`config.mk`:
```
export PLATFORM = sky130hd
export DESIGN_NAME = view_port_loader
export DESIGN_NICKNAME = d
export VERILOG_FILES = /design/src/rtl/view_port_loader.sv
export SDC_FILE = /design/constraint.sdc
export NUM_CORES = 1
export LEC_CHECK = 0
export CORE_ASPECT_RATIO = 0.6
export CORE_UTILIZATION = 50
export CTS_BUF_LIST = sky130_fd_sc_hd__clkbuf_8
export CTS_CLUSTER_DIAMETER = 80
export DETAILED_ROUTE_END_ITERATION = 10
export HOLD_SLACK_MARGIN = 0.1
export PLACE_DENSITY_LB_ADDON = 0.08
export REMOVE_ABC_BUFFERS = 1
export SETUP_SLACK_MARGIN = 0.4
export SLEW_MARGIN = 10
export SYNTH_ARGS = -nofsm -noshare
export SYNTH_HDL_FRONTEND = slang
export SYNTH_SLANG_ARGS = --single-unit
export TNS_END_PERCENT = 20
```
`constraint.sdc`:
```
create_clock -name Clk -period 2.6 [get_ports Clk]
set_input_delay 0.65 -clock Clk [delete_from_list [all_inputs] [get_ports Clk]]
set_output_delay 0.65 -clock Clk [all_outputs]
set_load 0.1 [all_outputs]
```
`src/rtl/view_port_loader.sv`:
```
// view_port_loader: streams an LC-3 object image (origin, count, data words,
// big-endian bytes) into memory through the view port and holds the CPU off
// via Busy while loading.
// Build option: define LOADER_VERIFY_EN to read back and compare each word
// after it is written.
//
// state    | meaning
// ---------+----------------------------------------------------------
// IDLE     | after reset, waiting for Start
// HDR_ORIG | collecting the two origin bytes
// HDR_LEN  | collecting the two word-count bytes
// DATA     | collecting the two bytes of the next data word
// WRITE    | one-cycle View_WE pulse for the assembled word
// VERIFY   | read-back of the just-written word (LOADER_VERIFY_EN only)
// DONE     | load complete, waiting for Start
// ERR      | timeout or read-back mismatch, waiting for Start
module view_port_loader #(
  parameter int          READ_LATENCY = 1,
  parameter logic [15:0] TIMEOUT      = 16'hFFFF
) (
  input  logic        Clk,
  input  logic        Reset,
  input  logic        Start,
  input  logic [7:0]  Byte_In,
  input  logic        Byte_Valid,
  output logic        Byte_Ready,
  output logic [15:0] View_Address,
  output logic [15:0] View_Data,
  output logic        View_WE,
  input  logic [15:0] View_Out,
  output logic        Busy,
  output logic        Done,
  output logic        Error,
  output logic [15:0] Words_Written
);

  typedef enum logic [2:0] {
    S_IDLE,
    S_HDR_ORIG,
    S_HDR_LEN,
    S_DATA,
    S_WRITE,
`ifdef LOADER_VERIFY_EN
    S_VERIFY,
`endif
    S_DONE,
    S_ERR
  } state_t;

  state_t      state_q, state_d;
  logic        phase_q, phase_d;   // 0: expecting high byte
  logic [7:0]  hi_q, hi_d;
  logic [15:0] addr_q, addr_d;
  logic [15:0] cnt_q, cnt_d;
  logic [15:0] data_q, data_d;
  logic [15:0] words_q, words_d;
  logic [15:0] tmo_q, tmo_d;       // down-counter, expires on terminal count 1

  logic        byte_ready;
  logic        acc;
  logic        word_done;
  logic [15:0] word;

`ifdef LOADER_VERIFY_EN
  localparam logic [7:0] RD_LAT = 8'(READ_LATENCY);
  logic [7:0] lat_q, lat_d;
`else
  logic unused_view_out;
  assign unused_view_out = ^{View_Out, 8'(READ_LATENCY)};
`endif

  assign byte_ready = (state_q == S_HDR_ORIG) || (state_q == S_HDR_LEN) ||
                      (state_q == S_DATA);
  assign acc        = Byte_Valid && byte_ready;
  assign word_done  = acc && phase_q;
  assign word       = {hi_q, Byte_In};

  // Next-state, byte assembly and timeout logic
  always_comb begin
    state_d = state_q;
    phase_d = phase_q;
    hi_d    = hi_q;
    addr_d  = addr_q;
    cnt_d   = cnt_q;
    data_d  = data_q;
    words_d = words_q;
    tmo_d   = tmo_q;
`ifdef LOADER_VERIFY_EN
    lat_d   = lat_q;
`endif

    if (acc) begin
      phase_d = ~phase_q;
      if (!phase_q) hi_d = Byte_In;
    end

    case (state_q)
      S_IDLE, S_DONE, S_ERR: begin
        if (Start) begin
          state_d = S_HDR_ORIG;
          words_d = 16'd0;
          phase_d = 1'b0;
          tmo_d   = TIMEOUT;
        end
      end
      S_HDR_ORIG: begin
        if (word_done) begin
          addr_d  = word;
          state_d = S_HDR_LEN;
        end
      end
      S_HDR_LEN: begin
        if (word_done) begin
          cnt_d   = word;
          state_d = (word == 16'd0) ? S_DONE : S_DATA;
        end
      end
      S_DATA: begin
        if (word_done) begin
          data_d  = word;
          state_d = S_WRITE;
        end
      end
      S_WRITE: begin
        addr_d  = addr_q + 16'd1;
        cnt_d   = cnt_q - 16'd1;
        words_d = words_q + 16'd1;
`ifdef LOADER_VERIFY_EN
        lat_d   = 8'd0;
        state_d = S_VERIFY;
`else
        state_d = (cnt_q == 16'd1) ? S_DONE : S_DATA;
`endif
      end
`ifdef LOADER_VERIFY_EN
      S_VERIFY: begin
        if (lat_q == RD_LAT) begin
          if (View_Out != data_q) state_d = S_ERR;
          else                    state_d = (cnt_q == 16'd0) ? S_DONE : S_DATA;
        end else begin
          lat_d = lat_q + 8'd1;
        end
      end
`endif
      default: state_d = S_IDLE;
    endcase

    // Inter-byte timeout; an expiry drops any half-assembled word
    if (byte_ready) begin
      if (acc) begin
        tmo_d = TIMEOUT;
      end else if (TIMEOUT != 16'd0) begin
        if (tmo_q <= 16'd1) begin
          state_d = S_ERR;
          phase_d = 1'b0;
        end else begin
          tmo_d = tmo_q - 16'd1;
        end
      end
    end
  end

  // State and datapath registers
  always_ff @(posedge Clk or negedge Reset) begin
    if (!Reset) begin
      state_q <= S_IDLE;
      phase_q <= 1'b0;
      hi_q    <= 8'd0;
      addr_q  <= 16'd0;
      cnt_q   <= 16'd0;
      data_q  <= 16'd0;
      words_q <= 16'd0;
      tmo_q   <= 16'd0;
`ifdef LOADER_VERIFY_EN
      lat_q   <= 8'd0;
`endif
    end else begin
      state_q <= state_d;
      phase_q <= phase_d;
      hi_q    <= hi_d;
      addr_q  <= addr_d;
      cnt_q   <= cnt_d;
      data_q  <= data_d;
      words_q <= words_d;
      tmo_q   <= tmo_d;
`ifdef LOADER_VERIFY_EN
      lat_q   <= lat_d;
`endif
    end
  end

  // Output decode; VERIFY shows the pre-increment address
  always_comb begin
    Byte_Ready    = byte_ready;
    View_WE       = (state_q == S_WRITE);
    View_Data     = data_q;
    Words_Written = words_q;
    Done          = (state_q == S_DONE);
    Error         = (state_q == S_ERR);
    Busy          = !((state_q == S_IDLE) || (state_q == S_DONE) ||
                      (state_q == S_ERR));
    View_Address  = (state_q == S_IDLE) ? 16'd0 : addr_q;
`ifdef LOADER_VERIFY_EN
    if (state_q == S_VERIFY) View_Address = addr_q - 16'd1;
`endif
  end

endmodule

```
---- Word level (Yosys, flattened, before mapping) ----
Index checks and enable logic that the tools add are counted.
Widths: inputs -> output; s select.
cells by class
  add/subtract/negate cells ............... 4
  magnitude comparators ................... 1
  equal/unequal tests ..................... 10
  muxes and demuxes ....................... 27
  bitwise gates (word level) .............. 1
  reductions and logical operators ........ 18
operator list
  cell                   number
  $mux 16                8
  $pmux 16 s2            3
  $add 16x1->16 const B  2
  $sub 16x1->16 const B  2
  $mux 3                 9
  $eq 16x1->1 const B    1
  $le 16x1->1 const B    1
  $logic_not 16->1       1
  $pmux 3 s5             1
  $reduce_and 2->1       5
  $eq 3x3->1 const B     3
  $eq 3x2->1 const B     2
  $mux 1                 6
  $ne 2x2->1 const B     3
  $reduce_bool 2->1      3
  $logic_or 1x1->1       4
  $eq 3x1->1 const B     1
  $logic_not 3->1        1
  $reduce_or 3->1        1
  $logic_and 1x1->1      2
  $logic_not 1->1        1
  $not 1->1              1
word-level totals
  register bits ........................... 92
  output and inout bits ................... 53
  word-level logic and storage cells ...... 69

---- Longest topological paths before layout ----
  depth in word-level cells ............... 10
  gate-level depth with buffers ........... 11
  depth with buffers taken out ............ 9

---- Worst setup path after synthesis ----
OpenSTA, ideal clock, no wires.
  kind .................................... reg-to-output
  start point ............................. reg state_q[0]
  end point ............................... out Done
  arrival ................................. 2.867 ns
  data required time ...................... 1.950 ns
  setup slack ............................. -0.917 ns
  cell stages (with the launch flop) ...... 3
  cells stage by stage .................... dfrtp_1 > buf_2 > nor3b_1
on the way
  longest elaborated chain between the ends .. 1
RTL lines
  what                    RTL line  source
  from (decl)             50        state_t state_q, state_d;
  from (signal assigned)  178       state_q <= state_d;
  $eq 3x3->1              198       Done = (state_q == S_DONE);
  to (decl)               32        output logic Done,
Every way passes these cells.

---- Worst setup path after layout ----
  start point ............................. reg state_q[1]
  end point ............................... out View_Address[2]
on the way
  longest elaborated chain between the ends .. 2
RTL lines
  what             RTL line  source
  $logic_not 3->1  202       View_Address = (state_q == S_IDLE) ? 16'd0 : addr_q;
  $mux 16          202
  to (decl)        27        output logic [15:0] View_Address,
Every way passes these cells.

==> impl_metrics.ini <==
[drt]
ant_nets = 0
wire_per_inst_um = 18.9
viasPerCell = 6.14
dr.first_iter.drc_count = 339
via_count = 4707
post-route-drc-count = 0
dr.pass1.iters = 5
routed_wl_mm = 14.5

[worst_setup_path]
crit_buf_inv = 4
slowest_stage = dfrtp_2
endpoint_kind = output port
cp_max_fo = 8
path_delay_family = buffers and inverters
start_kind = flop
criticalPathCategory = reg -> out
max_stage_delay_ns = 0.40
cp_cell_sequence = buf_6, nor3_4, buf_4, buf_12, nor2b_1, buf_12
required_ns = 1.95
cp.arrival_ns = 1.72
crit_top_cell = buf_12

[cts]
cts_made_buffers = 9
clkLatencyLatePin_ns = 0.38
htreeDepth = 3
clock_sinks = 92
hold_buffers = 0
cts_tree = done
cts.path.max_buffers = 2
clockRootBuffer = clkbuf_8
clk_pin_slew_ns = 0.10

[placed_design]
place_area_mm2 = 0.00606
dp_hpwl_mm = 9.54
port_buffers = 64
gp_congestion = 0.908

[logic_synthesis]
synth-seq-area-share_pct = 46.5
synth.most_common_cell = dfrtp_1
synth_seq_cells = 92
synth_largest_area_cell = dfrtp_1
synthDistinctLibCells = 70
yosysWarnings = 0
synthTopCellsByArea = dfrtp_1 (47%), mux2_2 (5.5%), nor2_1 (3.8%), nand2_1 (3.5%), nand3_1 (3.0%)
synthArstFlopShare_pct = 100
synth-edff-count = 0
synth_top_area_share_pct = 46.5
synthFlopType = dfrtp_1
syn-mean-instance-area_um2 = 9.66
synthTopCellsByCount = dfrtp_1 (92), nor2_1 (50), nand2_1 (46), nand3_1 (30)
synth_area_mm2 = 0.00495
syn_inst = 512

[flow_run]
cap_violations = 0

[layout]
final_area_mm2 = 0.00680
antenna_cells = 0
seqCellArea_mm2 = 0.00231
drive_gt1_share_pct = 33.3
fill_cells = 689
area_growth_pct = 37.4
utilization_pct = 72.4
nNetsFinal = 668
multi_input_area_mm2 = 0.00273

[power]
sw_frac_of_total_pct = 52.2
total_power_mw = 9.47
p_leak_nw = 2.85
switchingPower_mw = 4.95
ir_drop_mv = 1.21
power_density_mw_per_mm2 = 1390
power.share.clock_pct = 10.6
p_seq_share_pct = 26.8
intPower_mw = 4.52
combPwrFrac_pct = 62.6

[timing]
setup_tns_ns = 0
fmax_mhz = 421
worstMarginPinSlew_ns = 0.680
rsz0062_at_grt = true
finalWorstPathRequiredPeriod_ns = 2.37
maxSlewViolCount = 0
max_slew_margin_pct = 54.7
hold_viol_final = 0
setup_viol = 0
min_period_over_period_pct = 91.3
clock_skew_ns = 0.0145

[floorplanning]
dieArea_mm2 = 0.0103
die_w_um = 130
die_y_um = 79.1
core_mm2 = 0.00939
start_util_pct = 52.7
ios = 81
std_cell_rows = 27

[worst_hold_path]
hold_class = in -> async

[global_route]
grt_pass1_vias = 4497
overflow = 0
antenna_found_initial = 0
grt_pass1_wl_mm = 23.3
grt_usage_pct = 29.6
grt_max_degree = 45

[run_status]
status = finished clean
==> cells by family (layout without fill, tap and decap cells) <==
logic type / count (synthesis) / in the layout / synth area share, %
XOR/XNOR: 7 / 7 / 1.24
AND/OR/NAND/NOR: 231 / 231 / 24.8
AO/OA/AOI/OAI: 116 / 116 / 16.7
buffers and inverters: 32 / 156 / 2.81
adder cells (fa/ha/maj): 8 / 8 / 2.02
multiplexers: 26 / 26 / 5.87
flip-flops: 92 / 92 / 46.5
==> per-stage QoR <==
stage / setup slack, ns / hold WS (ns) / std cells
finish: 0.226 / 0.169 / 766
global route: 0.172 / 0.182 / 766
global placement: -0.253 / 0.463 / 719
floorplan: -0.917 / 0.354 / 490
detailed placement: -0.280 / 0.472 / 719
CTS: 0.274 / 0.166 / 754
==> final cells by class <==
type,count,area share (%)
multi-input combinational,388,40.1
sequential,92,33.9
timing repair buffer,131,20.2
tap,130,2.39
clock buffer,9,1.82
clock inverter,6,1.05
inverter,10,0.552
==> registers in the layout, summed over array words and instances (netlist names) <==
signal / cells
View_Data: 16
Words_Written: 16
addr_q: 16
cnt_q: 16
hi_q: 8
phase_q: 1
state_q: 3
tmo_q: 16
==> cells in the final DEF, fill, tap and decap left out, types with 10 or more instances in the layout <==
| master | netlist | final |
|---|---|---|
| o21ai_0 | 23 | 23 |
| buf_12 | 0 | 22 |
| a211oi_1 | 13 | 13 |
| a21oi_1 | 18 | 18 |
| nand3_1 | 30 | 29 |
| nand2_1 | 46 | 44 |
| dfrtp_1 | 92 | 89 |
| nor2b_4 | 0 | 12 |
| nor3_1 | 24 | 23 |
| buf_4 | 1 | 88 |
| nor2_1 | 50 | 48 |
| nand4_1 | 10 | 10 |
| mux2_2 | 24 | 24 |
==> worst register-to-register path: cells and delay by family, from the launching register on <==
family / cells / cell delay, ns
AO/OA/AOI/OAI: 1 / 0.08
adder cells (fa/ha/maj): 1 / 0.15
buffers and inverters: 4 / 0.49
flip-flops: 1 / 0.50
AND/OR/NAND/NOR: 5 / 0.98
==> power by group through the flow <==
stage	Clock [mW]	Combinational [mW]	Sequential, mW
floorplan	0	2.61	3.34
global placement	0	5.11	2.52
CTS	1.02	5.69	2.50
detailed placement	0	5.18	2.54
finish	1.00	5.93	2.54
global route	1.07	6.19	2.61
==> final timing paths <==
kind                            slack (ns)               from  cells after the start           endpoint
max in group asynchronous             1.76              Reset                      2         state_q[0]
min in group Clk                      0.49  Words_Written[15]                      1  Words_Written[15]
worst min-delay path                  0.17              Reset                      1           cnt_q[2]
worst max-delay path                  0.23         state_q[1]                      6    View_Address[2]
worst max register to register        0.29         state_q[2]                     11         state_q[1]
worst min register to register        0.49  Words_Written[15]                      1  Words_Written[15]
==> routing by layer <==
| metal | wire (um) | up-vias | part of all wire (%) | GRT usage (%) |
|---|---|---|---|---|
| met1 | 6880 | 2344 | 48 | 42.2 |
| met3 | 996 | 21 | 6.9 | 7.08 |
| met5 | 0 | - | 0 | 0 |
| met2 | 6380 | 181 | 44 | 44.5 |
| li1 | - | 2161 | - | - |
| met4 | 211 | 0 | 1.5 | 8.51 |
==> timing repair <==
item / in CTS / in global routing
pin swaps: 1 / 8
setup endpoints to repair: 72 / 95
resized for setup: 38 / 31
buffers inserted: 19 / 12
cloned: 1 / 0
Note: power is estimated with default switching activity, not from simulation.
